`src/rtl/l1_mau_rr_if.sv`:
```
// Pipelined Wishbone B4 bus between the L1 memory access unit (master)
// and the system bus (slave).
interface l1_mau_rr_if #(
  parameter int unsigned ADDR_W = 32,
  parameter int unsigned DATA_W = 32
) ();
  logic [DATA_W-1:0]   wb_dat_i;
  logic [DATA_W-1:0]   wb_dat_o;
  logic                wb_ack_i;
  logic                wb_err_i;
  logic                wb_stall_i;
  logic [ADDR_W-1:0]   wb_adr_o;
  logic                wb_cyc_o;
  logic                wb_stb_o;
  logic                wb_we_o;
  logic [DATA_W/8-1:0] wb_sel_o;

  modport master (
    input  wb_dat_i, wb_ack_i, wb_err_i, wb_stall_i,
    output wb_dat_o, wb_adr_o, wb_cyc_o, wb_stb_o, wb_we_o, wb_sel_o
  );

  modport slave (
    output wb_dat_i, wb_ack_i, wb_err_i, wb_stall_i,
    input  wb_dat_o, wb_adr_o, wb_cyc_o, wb_stb_o, wb_we_o, wb_sel_o
  );
endinterface

```
`src/rtl/l1_mau_rr.sv`:
```
// L1 memory access unit: round-robin arbitration of NCH L1 channels onto one
// pipelined Wishbone master; line fills, non-cacheable reads, write-through stores.
module l1_mau_rr #(
  parameter int unsigned NCH        = 2,
  parameter int unsigned ADDR_W     = 32,
  parameter int unsigned DATA_W     = 32,
  parameter int unsigned LINE_WORDS = 4
) (
  input  logic                         clk,
  input  logic                         rst_n,
  input  logic [NCH-1:0]               req_val,
  input  logic [NCH-1:0]               req_we,
  input  logic [NCH-1:0]               req_nc,
  input  logic [NCH*ADDR_W-1:0]        req_addr,
  input  logic [NCH*DATA_W-1:0]        req_wdata,
  input  logic [NCH*DATA_W/8-1:0]      req_be,
  output logic [NCH-1:0]               req_ack,
  output logic [LINE_WORDS*DATA_W-1:0] ack_data,
  output logic                         ack_nc,
  output logic                         ack_err,
  l1_mau_rr_if.master                  wb
);

  localparam int unsigned BE_W  = DATA_W / 8;
  localparam int unsigned OFF_W = $clog2(BE_W);
  localparam int unsigned CNT_W = $clog2(LINE_WORDS) + 1;
  localparam int unsigned CH_W  = $clog2(NCH);
  localparam logic [ADDR_W-1:0] WORD_MASK = ~(ADDR_W'(BE_W - 1));
  localparam logic [ADDR_W-1:0] LINE_MASK = ~(ADDR_W'(LINE_WORDS * BE_W - 1));

  typedef enum logic [1:0] {StIdle, StBus, StDone} state_e;

  state_e                      state_q, state_d;
  logic [CH_W-1:0]             rr_q, rr_d;
  logic [CH_W-1:0]             grant_q, grant_d;
  logic                        we_q, we_d;
  logic                        nc_q, nc_d;
  logic [ADDR_W-1:0]           base_q, base_d;
  logic [DATA_W-1:0]           wdata_q, wdata_d;
  logic [BE_W-1:0]             be_q, be_d;
  logic [CNT_W-1:0]            issued_q, issued_d;
  logic [CNT_W-1:0]            compl_q, compl_d;
  logic                        err_q, err_d;
  logic [DATA_W-1:0]           line_q [LINE_WORDS];
  logic [DATA_W-1:0]           line_d [LINE_WORDS];
  logic [LINE_WORDS*DATA_W-1:0] ack_data_q, ack_data_d;

  logic [ADDR_W-1:0] addr_arr  [NCH];
  logic [DATA_W-1:0] wdata_arr [NCH];
  logic [BE_W-1:0]   be_arr    [NCH];

  for (genvar g = 0; g < NCH; g++) begin : g_unpack
    assign addr_arr[g]  = req_addr[g*ADDR_W +: ADDR_W];
    assign wdata_arr[g] = req_wdata[g*DATA_W +: DATA_W];
    assign be_arr[g]    = req_be[g*BE_W +: BE_W];
  end

  // First requester at or after the round-robin pointer, wrapping.
  logic            req_any;
  logic [CH_W-1:0] pick;
  logic [CH_W:0]   scan;
  logic [CH_W-1:0] rr_next;

  always_comb begin
    req_any = 1'b0;
    pick    = '0;
    scan    = '0;
    for (int i = 0; i < NCH; i++) begin
      scan = {1'b0, rr_q} + (CH_W+1)'(i);
      if (scan >= (CH_W+1)'(NCH)) scan = scan - (CH_W+1)'(NCH);
      if (!req_any && req_val[scan[CH_W-1:0]]) begin
        req_any = 1'b1;
        pick    = scan[CH_W-1:0];
      end
    end
    rr_next = (pick == CH_W'(NCH - 1)) ? '0 : pick + CH_W'(1);
  end

  logic [CNT_W-1:0] total;
  logic             bus_cyc, bus_stb, beat_issue, beat_done;
  logic             pick_single;

  assign total       = (we_q | nc_q) ? CNT_W'(1) : CNT_W'(LINE_WORDS);
  assign bus_cyc     = (state_q == StBus);
  assign bus_stb     = bus_cyc && (issued_q < total);
  assign beat_issue  = bus_stb & ~wb.wb_stall_i;
  assign beat_done   = bus_cyc & (wb.wb_ack_i | wb.wb_err_i);
  assign pick_single = req_we[pick] | req_nc[pick];

  always_comb begin
    state_d    = state_q;
    rr_d       = rr_q;
    grant_d    = grant_q;
    we_d       = we_q;
    nc_d       = nc_q;
    base_d     = base_q;
    wdata_d    = wdata_q;
    be_d       = be_q;
    issued_d   = issued_q;
    compl_d    = compl_q;
    err_d      = err_q;
    line_d     = line_q;
    ack_data_d = ack_data_q;

    unique case (state_q)
      StIdle: begin
        if (req_any) begin
          state_d  = StBus;
          rr_d     = rr_next;
          grant_d  = pick;
          we_d     = req_we[pick];
          nc_d     = req_nc[pick];
          base_d   = addr_arr[pick] & (pick_single ? WORD_MASK : LINE_MASK);
          wdata_d  = wdata_arr[pick];
          be_d     = be_arr[pick];
          issued_d = '0;
          compl_d  = '0;
          err_d    = 1'b0;
        end
      end
      StBus: begin
        if (beat_issue) issued_d = issued_q + CNT_W'(1);
        if (beat_done) begin
          compl_d = compl_q + CNT_W'(1);
          err_d   = err_q | wb.wb_err_i;
          if (!we_q) line_d[compl_q[CNT_W-2:0]] = wb.wb_dat_i;
          if (compl_q + CNT_W'(1) == total) begin
            state_d = StDone;
            // Publish the read only at completion so ack_data is stable outside DONE.
            if (!we_q) begin
              ack_data_d = '0;
              if (nc_q) begin
                ack_data_d[DATA_W-1:0] = line_d[0];
              end else begin
                for (int k = 0; k < LINE_WORDS; k++) ack_data_d[k*DATA_W +: DATA_W] = line_d[k];
              end
            end
          end
        end
      end
      StDone: begin
        state_d = StIdle;
        err_d   = 1'b0;
      end
      default: state_d = StIdle;
    endcase
  end

  always_ff @(posedge clk or negedge rst_n) begin
    if (!rst_n) begin
      state_q    <= StIdle;
      rr_q       <= '0;
      grant_q    <= '0;
      we_q       <= 1'b0;
      nc_q       <= 1'b0;
      base_q     <= '0;
      wdata_q    <= '0;
      be_q       <= '0;
      issued_q   <= '0;
      compl_q    <= '0;
      err_q      <= 1'b0;
      ack_data_q <= '0;
      for (int k = 0; k < LINE_WORDS; k++) line_q[k] <= '0;
    end else begin
      state_q    <= state_d;
      rr_q       <= rr_d;
      grant_q    <= grant_d;
      we_q       <= we_d;
      nc_q       <= nc_d;
      base_q     <= base_d;
      wdata_q    <= wdata_d;
      be_q       <= be_d;
      issued_q   <= issued_d;
      compl_q    <= compl_d;
      err_q      <= err_d;
      ack_data_q <= ack_data_d;
      line_q     <= line_d;
    end
  end

  assign wb.wb_cyc_o = bus_cyc;
  assign wb.wb_stb_o = bus_stb;
  assign wb.wb_we_o  = bus_cyc & we_q;
  assign wb.wb_adr_o = bus_cyc ? base_q + (ADDR_W'(issued_q) << OFF_W) : '0;
  assign wb.wb_sel_o = bus_cyc ? (we_q ? be_q : '1) : '0;
  assign wb.wb_dat_o = (bus_cyc & we_q) ? wdata_q : '0;

  always_comb begin
    req_ack = '0;
    if (state_q == StDone) req_ack[grant_q] = 1'b1;
  end

  assign ack_nc   = (state_q == StDone) & nc_q & ~we_q;
  assign ack_err  = (state_q == StDone) & err_q;
  assign ack_data = ack_data_q;

endmodule

```
`src/flat_wrapper.sv`:
```
// flat-port wrapper written by rule: the top's interface ports become plain ports
module l1_mau_rr_flat 
#(
  parameter int unsigned NCH        = 2,
  parameter int unsigned ADDR_W     = 32,
  parameter int unsigned DATA_W     = 32,
  parameter int unsigned LINE_WORDS = 4
)
  (clk, rst_n, req_val, req_we, req_nc, req_addr, req_wdata, req_be, req_ack, ack_data, ack_nc, ack_err, wb_wb_dat_i, wb_wb_ack_i, wb_wb_err_i, wb_wb_stall_i, wb_wb_dat_o, wb_wb_adr_o, wb_wb_cyc_o, wb_wb_stb_o, wb_wb_we_o, wb_wb_sel_o);
  l1_mau_rr_if #(.ADDR_W(ADDR_W), .DATA_W(DATA_W)) wb_i ();
  input  logic clk;
  input  logic rst_n;
  input  logic [NCH-1:0] req_val;
  input  logic [NCH-1:0] req_we;
  input  logic [NCH-1:0] req_nc;
  input  logic [NCH*ADDR_W-1:0] req_addr;
  input  logic [NCH*DATA_W-1:0] req_wdata;
  input  logic [NCH*DATA_W/8-1:0] req_be;
  output logic [NCH-1:0] req_ack;
  output logic [LINE_WORDS*DATA_W-1:0] ack_data;
  output logic ack_nc;
  output logic ack_err;
  input wire logic [$bits(wb_i.wb_dat_i)-1:0] wb_wb_dat_i;
  input wire logic [$bits(wb_i.wb_ack_i)-1:0] wb_wb_ack_i;
  input wire logic [$bits(wb_i.wb_err_i)-1:0] wb_wb_err_i;
  input wire logic [$bits(wb_i.wb_stall_i)-1:0] wb_wb_stall_i;
  output wire logic [$bits(wb_i.wb_dat_o)-1:0] wb_wb_dat_o;
  output wire logic [$bits(wb_i.wb_adr_o)-1:0] wb_wb_adr_o;
  output wire logic [$bits(wb_i.wb_cyc_o)-1:0] wb_wb_cyc_o;
  output wire logic [$bits(wb_i.wb_stb_o)-1:0] wb_wb_stb_o;
  output wire logic [$bits(wb_i.wb_we_o)-1:0] wb_wb_we_o;
  output wire logic [$bits(wb_i.wb_sel_o)-1:0] wb_wb_sel_o;
  assign wb_i.wb_dat_i = wb_wb_dat_i;
  assign wb_i.wb_ack_i = wb_wb_ack_i;
  assign wb_i.wb_err_i = wb_wb_err_i;
  assign wb_i.wb_stall_i = wb_wb_stall_i;
  assign wb_wb_dat_o = wb_i.wb_dat_o;
  assign wb_wb_adr_o = wb_i.wb_adr_o;
  assign wb_wb_cyc_o = wb_i.wb_cyc_o;
  assign wb_wb_stb_o = wb_i.wb_stb_o;
  assign wb_wb_we_o = wb_i.wb_we_o;
  assign wb_wb_sel_o = wb_i.wb_sel_o;
  l1_mau_rr #(.NCH(NCH), .ADDR_W(ADDR_W), .DATA_W(DATA_W), .LINE_WORDS(LINE_WORDS)) u_core (.clk(clk), .rst_n(rst_n), .req_val(req_val), .req_we(req_we), .req_nc(req_nc), .req_addr(req_addr), .req_wdata(req_wdata), .req_be(req_be), .req_ack(req_ack), .ack_data(ack_data), .ack_nc(ack_nc), .ack_err(ack_err), .wb(wb_i));
endmodule
```
`config.mk`:
```
export PLATFORM = sky130hd
export DESIGN_NAME = l1_mau_rr_flat
export DESIGN_NICKNAME = d
export VERILOG_FILES = /design/src/rtl/l1_mau_rr_if.sv /design/src/rtl/l1_mau_rr.sv /design/src/flat_wrapper.sv
export SDC_FILE = /design/constraint.sdc
export NUM_CORES = 1
export LEC_CHECK = 0
export ABC_AREA = 1
export CAP_MARGIN = 10
export CORE_ASPECT_RATIO = 1.4
export CORE_UTILIZATION = 40
export DETAILED_ROUTE_END_ITERATION = 12
export PLACE_DENSITY_LB_ADDON = 0.15
export SLEW_MARGIN = 20
export SYNTH_ARGS = -nofsm -noshare
export SYNTH_HDL_FRONTEND = slang
export SYNTH_SLANG_ARGS = --single-unit
export TNS_END_PERCENT = 1
```
`constraint.sdc`:
```
create_clock -name clk -period 2 [get_ports clk]
set_input_delay 0.2 -clock clk [delete_from_list [all_inputs] [get_ports clk]]
set_output_delay 0.2 -clock clk [all_outputs]
set_load 0.1 [all_outputs]
```
After elaboration in Yosys (flattened, before gate mapping)
Cells that the tools add are included.
{"block": "classes", "add_sub_neg": 7, "mul": 0, "div": 0, "n_lt_le_gt_ge": 11, "eq_ne": 7, "shift": 0, "n_mux": 50, "bitwise": 15, "reduce_logical": 15}
{"cell": "2-to-1 mux 32 bit", "count": 9}
{"cell": "bitwise mux 128 bit", "count": 1}
{"cell": "2-to-1 mux 128 bit", "count": 1}
{"cell": "2-to-1 mux 96 bit", "count": 1}
{"cell": "demux 32 bit (select 2 bit)", "count": 1}
{"cell": "adder 32 x 5 -> 32 bit", "count": 1}
{"cell": "bitwise AND 32 bit", "count": 1}
{"cell": "2-to-1 mux 4 bit", "count": 6}
{"cell": "2-to-1 mux 1 bit", "count": 18}
{"cell": "2-to-1 mux 3 bit", "count": 4}
{"cell": "case mux 3 bit (2 select lines)", "count": 2}
{"cell": "AND reduction 3 bit", "count": 4}
{"cell": "less-than comparator 1 x 2 -> 1 bit (second input constant)", "count": 4}
{"cell": "2-to-1 mux 2 bit", "count": 4}
{"cell": "adder 3 x 1 -> 3 bit (second input constant)", "count": 2}
{"cell": "bitwise AND 1 bit", "count": 6}
{"cell": "!= test 2 bit (second input constant)", "count": 3}
{"cell": ">= comparator 2 bit (second input constant)", "count": 2}
{"cell": "logical AND 1 bit", "count": 4}
{"cell": "OR 1 bit", "count": 4}
{"cell": "case mux 2 bit (2 select lines)", "count": 1}
{"cell": "AND reduction 2 bit", "count": 2}
{"cell": "AND reduction 4 bit", "count": 1}
{"cell": "== test 3 bit", "count": 1}
{"cell": "20 further kinds", "count": 22}
{"block": "totals", "register_bits": 337, "latchBits": 0, "ram_bits": 0, "romBits": 0, "in_bits": 179, "output_inout_bits": 203, "elab_cells": 121, "n_memories": 0}

Depth between registers and ports, before layout
{"block": "logic_depth", "depth_word": 13, "mapped_depth": 12, "ltp_nobuf": 12}

Worst setup path before layout
Ideal clock, no wire load.
{"block": "synth_path", "kind": "reg-to-output", "from": "reg u_core.we_q", "to": "out wb_wb_dat_o[10]", "arrival_ns": 3.767, "required_time_ns": 1.800, "setup_slack_ns": -1.967, "stages_incl_launch_ff": 7, "n_path_buf": 2, "path_cell_list": "dfrtp_1 inv_2 clkbuf_1 nor2_1 inv_1 clkbuf_1 nor2_1"}
{"block": "synth_between", "elab_chain_cells": 2}
{"item": "start: declaration", "line_no": "l1_mau_rr.sv:36", "source": "logic we_q, we_d;"}
{"item": "start signal: assignment", "line_no": "l1_mau_rr.sv:168", "source": "we_q <= we_d;"}
{"item": "bitwise AND 1 bit"}
{"item": "net wb_wb_we_o", "line_no": "flat_wrapper.sv:31", "source": "output wire logic [$bits(wb_i.wb_we_o)-1:0] wb_wb_we_o;"}
{"item": "2-to-1 mux 32 bit", "line_no": "l1_mau_rr.sv:186", "source": "assign wb.wb_dat_o = (bus_cyc & we_q) ? wdata_q : '0;"}
{"item": "end: declaration", "line_no": "flat_wrapper.sv:27", "source": "output wire logic [$bits(wb_i.wb_dat_o)-1:0] wb_wb_dat_o;"}
The timed path passes the listed nets, and every way through them passes these cells.

Worst setup path in the final report
{"block": "layout_path", "from": "reg u_core.issued_q[0]", "to": "out wb_wb_adr_o[30]"}
{"block": "layout_between", "elab_chain_cells": 2}
{"item": "start: declaration", "line_no": "l1_mau_rr.sv:41", "source": "logic [CNT_W-1:0] issued_q, issued_d;"}
{"item": "start signal: assignment", "line_no": "l1_mau_rr.sv:173", "source": "issued_q <= issued_d;"}
{"item": "adder 32 x 5 -> 32 bit", "line_no": "l1_mau_rr.sv:184", "source": "assign wb.wb_adr_o = bus_cyc ? base_q + (ADDR_W'(issued_q) << OFF_W) : '0;"}
{"item": "2-to-1 mux 32 bit", "line_no": "l1_mau_rr.sv:184"}
{"item": "end: declaration", "line_no": "flat_wrapper.sv:28", "source": "output wire logic [$bits(wb_i.wb_adr_o)-1:0] wb_wb_adr_o;"}
Every way passes these cells.

==> impl_metrics.json <==
{
  "fp.dieH_um": 244,
  "met3_usage": 0.0630,
  "antenna_found_initial": 1,
  "met2_usage": 0.463,
  "rsz0062_at_grt": "true",
  "cp-start-kind": "register",
  "cp_data_required_time_ns": 1.80,
  "area_delta_synth_final_pct": 42.8,
  "yosysSeqAreaShare": 0.503,
  "htreeDepth": 2,
  "rr_startpoint": "u_core.compl_q[1]",
  "synth_cell_types": 32,
  "end_kind": "primary output",
  "syn_area_per_cell_um2": 7.45,
  "drtIter0Drc": 1262,
  "cap_violations": 0,
  "grt_util_all_layers": 0.269,
  "skew_ns": 0.0229,
  "grt_util_met1": 0.322,
  "insertion_delay_ns": 0.54,
  "synth-edff-count": 0,
  "grt_pass1_vias": 15800,
  "clock_path_buffers": 3,
  "cp_max_fo": 6,
  "ios": 382,
  "regArea_mm2": 0.00839,
  "async_flop_share": 1.00,
  "cts_sinks": 335,
  "placed_area_mm2": 0.0224,
  "netlist_instances": 2237,
  "vias": 16200,
  "multi_input_area_mm2": 0.00736,
  "grt_max_degree": 126,
  "hold_violations": 0,
  "timing.final.crit_period_ns": 2.65,
  "worst_hold_path.num_cells": 3,
  "fin_util": 0.578,
  "crit_arrival_ns": 2.45,
  "yosysWarnings": 0,
  "setup_ws_ns": -0.645,
  "ant_nets": 0,
  "grt_busiest_layer": "met2",
  "num_rows": 88,
  "relSlewSlack": 0.584,
  "io_buffers": 375,
  "synth_area_mm2": 0.0167,
  "status": "finished, violations left",
  "grt_pass1_wl_um": 88900,
  "root_buffer": "clkbuf_16",
  "crit_end": "wb_wb_adr_o[30]",
  "ff2ff_setup_slack_ns": 0.15,
  "nFillCells": 3712,
  "wl_per_cell_um": 17.9,
  "final_common_cell": "nand2_1",
  "grt_remaining_overflow": 0,
  "cp-startpoint": "u_core.issued_q[0]",
  "violations": "negative setup slack",
  "clk_pin_slew_ns": 0.06,
  "die_w_um": 175,
  "die-area_mm2": 0.0425,
  "hold_start": "req_addr[18]",
  "holdWs_ns": 0.234,
  "nNetsFinal": 2807,
  "setup_violations": 62,
  "synth_ff_type": "dfrtp_1",
  "wirelength_um": 57000,
  "cts_tree": "built",
  "timing.final.crit_share": 1.32,
  "maxSlewViolCount": 0,
  "drive_gt1_frac": 0.182,
  "initial_core_util": 0.405,
  "max_freq_mhz": 378,
  "layout_common_cells": "nand2_1 (763), dfrtp_1 (333), o21ai_0 (237)",
  "post-dp-hpwl_um": 40500,
  "fin_area_mm2": 0.0238,
  "routabilityCongestion": 0.931,
  "r2r_end": "u_core.ack_data[17]",
  "core-area_mm2": 0.0412,
  "ys_ff_latch": 335,
  "drtPass1Iterations": 5,
  "vias_per_cell": 5.09,
  "cts_made_buffers": 36,
  "worst_pin_slew_ns": 0.623,
  "drc": 0,
  "hold_path_class": "in2reg",
  "crit_type": "reg2out",
  "ff2ff_path_depth": 8
}
## kinds of logic after synthesis
group	share of synthesized area
DFF	0.503
AOI/OAI and AO/OA	0.107
and+or+nand+nor	0.290
other	0.000225
adders and majority gates	0.00796
xor gates and xnor gates	0.00158
buffers and inverters	0.0897
## cells in the mapped netlist, drive strengths merged (2+ instances only)
cell type | count | area [um2]
inv | 228 | 856
dfrtp | 335 | 8380
o211ai | 45 | 338
buf | 60 | 343
nor3 | 32 | 171
nor2 | 199 | 757
nand3b | 2 | 18.8
nand3 | 113 | 566
xor2 | 2 | 17.5
nand2 | 779 | 2930
o21ai | 240 | 1200
a21oi | 45 | 225
ha | 9 | 113
or2 | 2 | 12.5
nand4 | 61 | 382
clkbuf | 79 | 297
## layer usage
metal,wire [um],share of wire,vias up
met5,10,0.00018,-
li1,-,-,7862
met4,2460,0.043,2
met3,4410,0.077,84
met2,28100,0.49,564
met1,22000,0.39,7691
## what timing repair did
item / CTS / global route
hold endpoints to repair: 55 / 0
endpoints found under the setup margin: 67 / 104
gates resized for setup: 41 / 28
hold buffers: 1 / 0
pin swaps: 10 / 10
setup buffers: 3 / 1
## final cells by class
class,count,share of cell area
sequential,335,0.353
antenna,1,0.000105
clock inverter,13,0.00563
clock buffer,50,0.0422
multi-input combinational,1536,0.309
timing repair buffer,481,0.225
inverter,228,0.0365
tap,540,0.0284
## state kept, by name, indices dropped and copies added, names as in the netlist, 2 cells and up
register         count
u_core.ack_data    128
u_core.base_q       30
u_core.be_q          4
u_core.compl_q       3
u_core.issued_q      3
u_core.line_q      128
u_core.state_q       2
u_core.wdata_q      32
## worst min-delay path by stage
stage	endpoint	slack, ns
2_1_floorplan	u_core.ack_data[0]	-0.1
3_3_place_gp	u_core.ack_data[93]	0.23
3_5_place_dp	u_core.ack_data[85]	0.24
4_1_cts	u_core.base_q[18]	0.22
5_1_grt	u_core.base_q[8]	0.24
6_report	u_core.base_q[18]	0.23
## stage by stage
stage | setup TNS [ns] | worst slack, ns | std cells
after CTS | -24.50 | -0.688 | 3182
after global placement | -2.16 | -0.248 | 3115
after detailed placement | -2.51 | -0.251 | 3115
after global routing | -27.06 | -0.747 | 3183
after floorplan | -42.82 | -0.772 | 2238
final | -20.68 | -0.645 | 3184
## worst max-delay path, stage by stage, from the launching register on
cell,delay (ns)
dfrtp_1,0.36
ha_2,0.20
inv_2,0.04
fa_2,0.32
inv_2,0.07
nand2_2,0.05
nand2_2,0.07
nand2_4,0.08
nor2_1,0.10
buf_4,0.15
nand2_2,0.06
nand2_2,0.07
nand2_2,0.06
nor2_4,0.12
buf_12,0.18
Power is left out: the tool's default activity adds up to more than one toggle a clock period on the data nets, which glitch-free logic cannot reach.
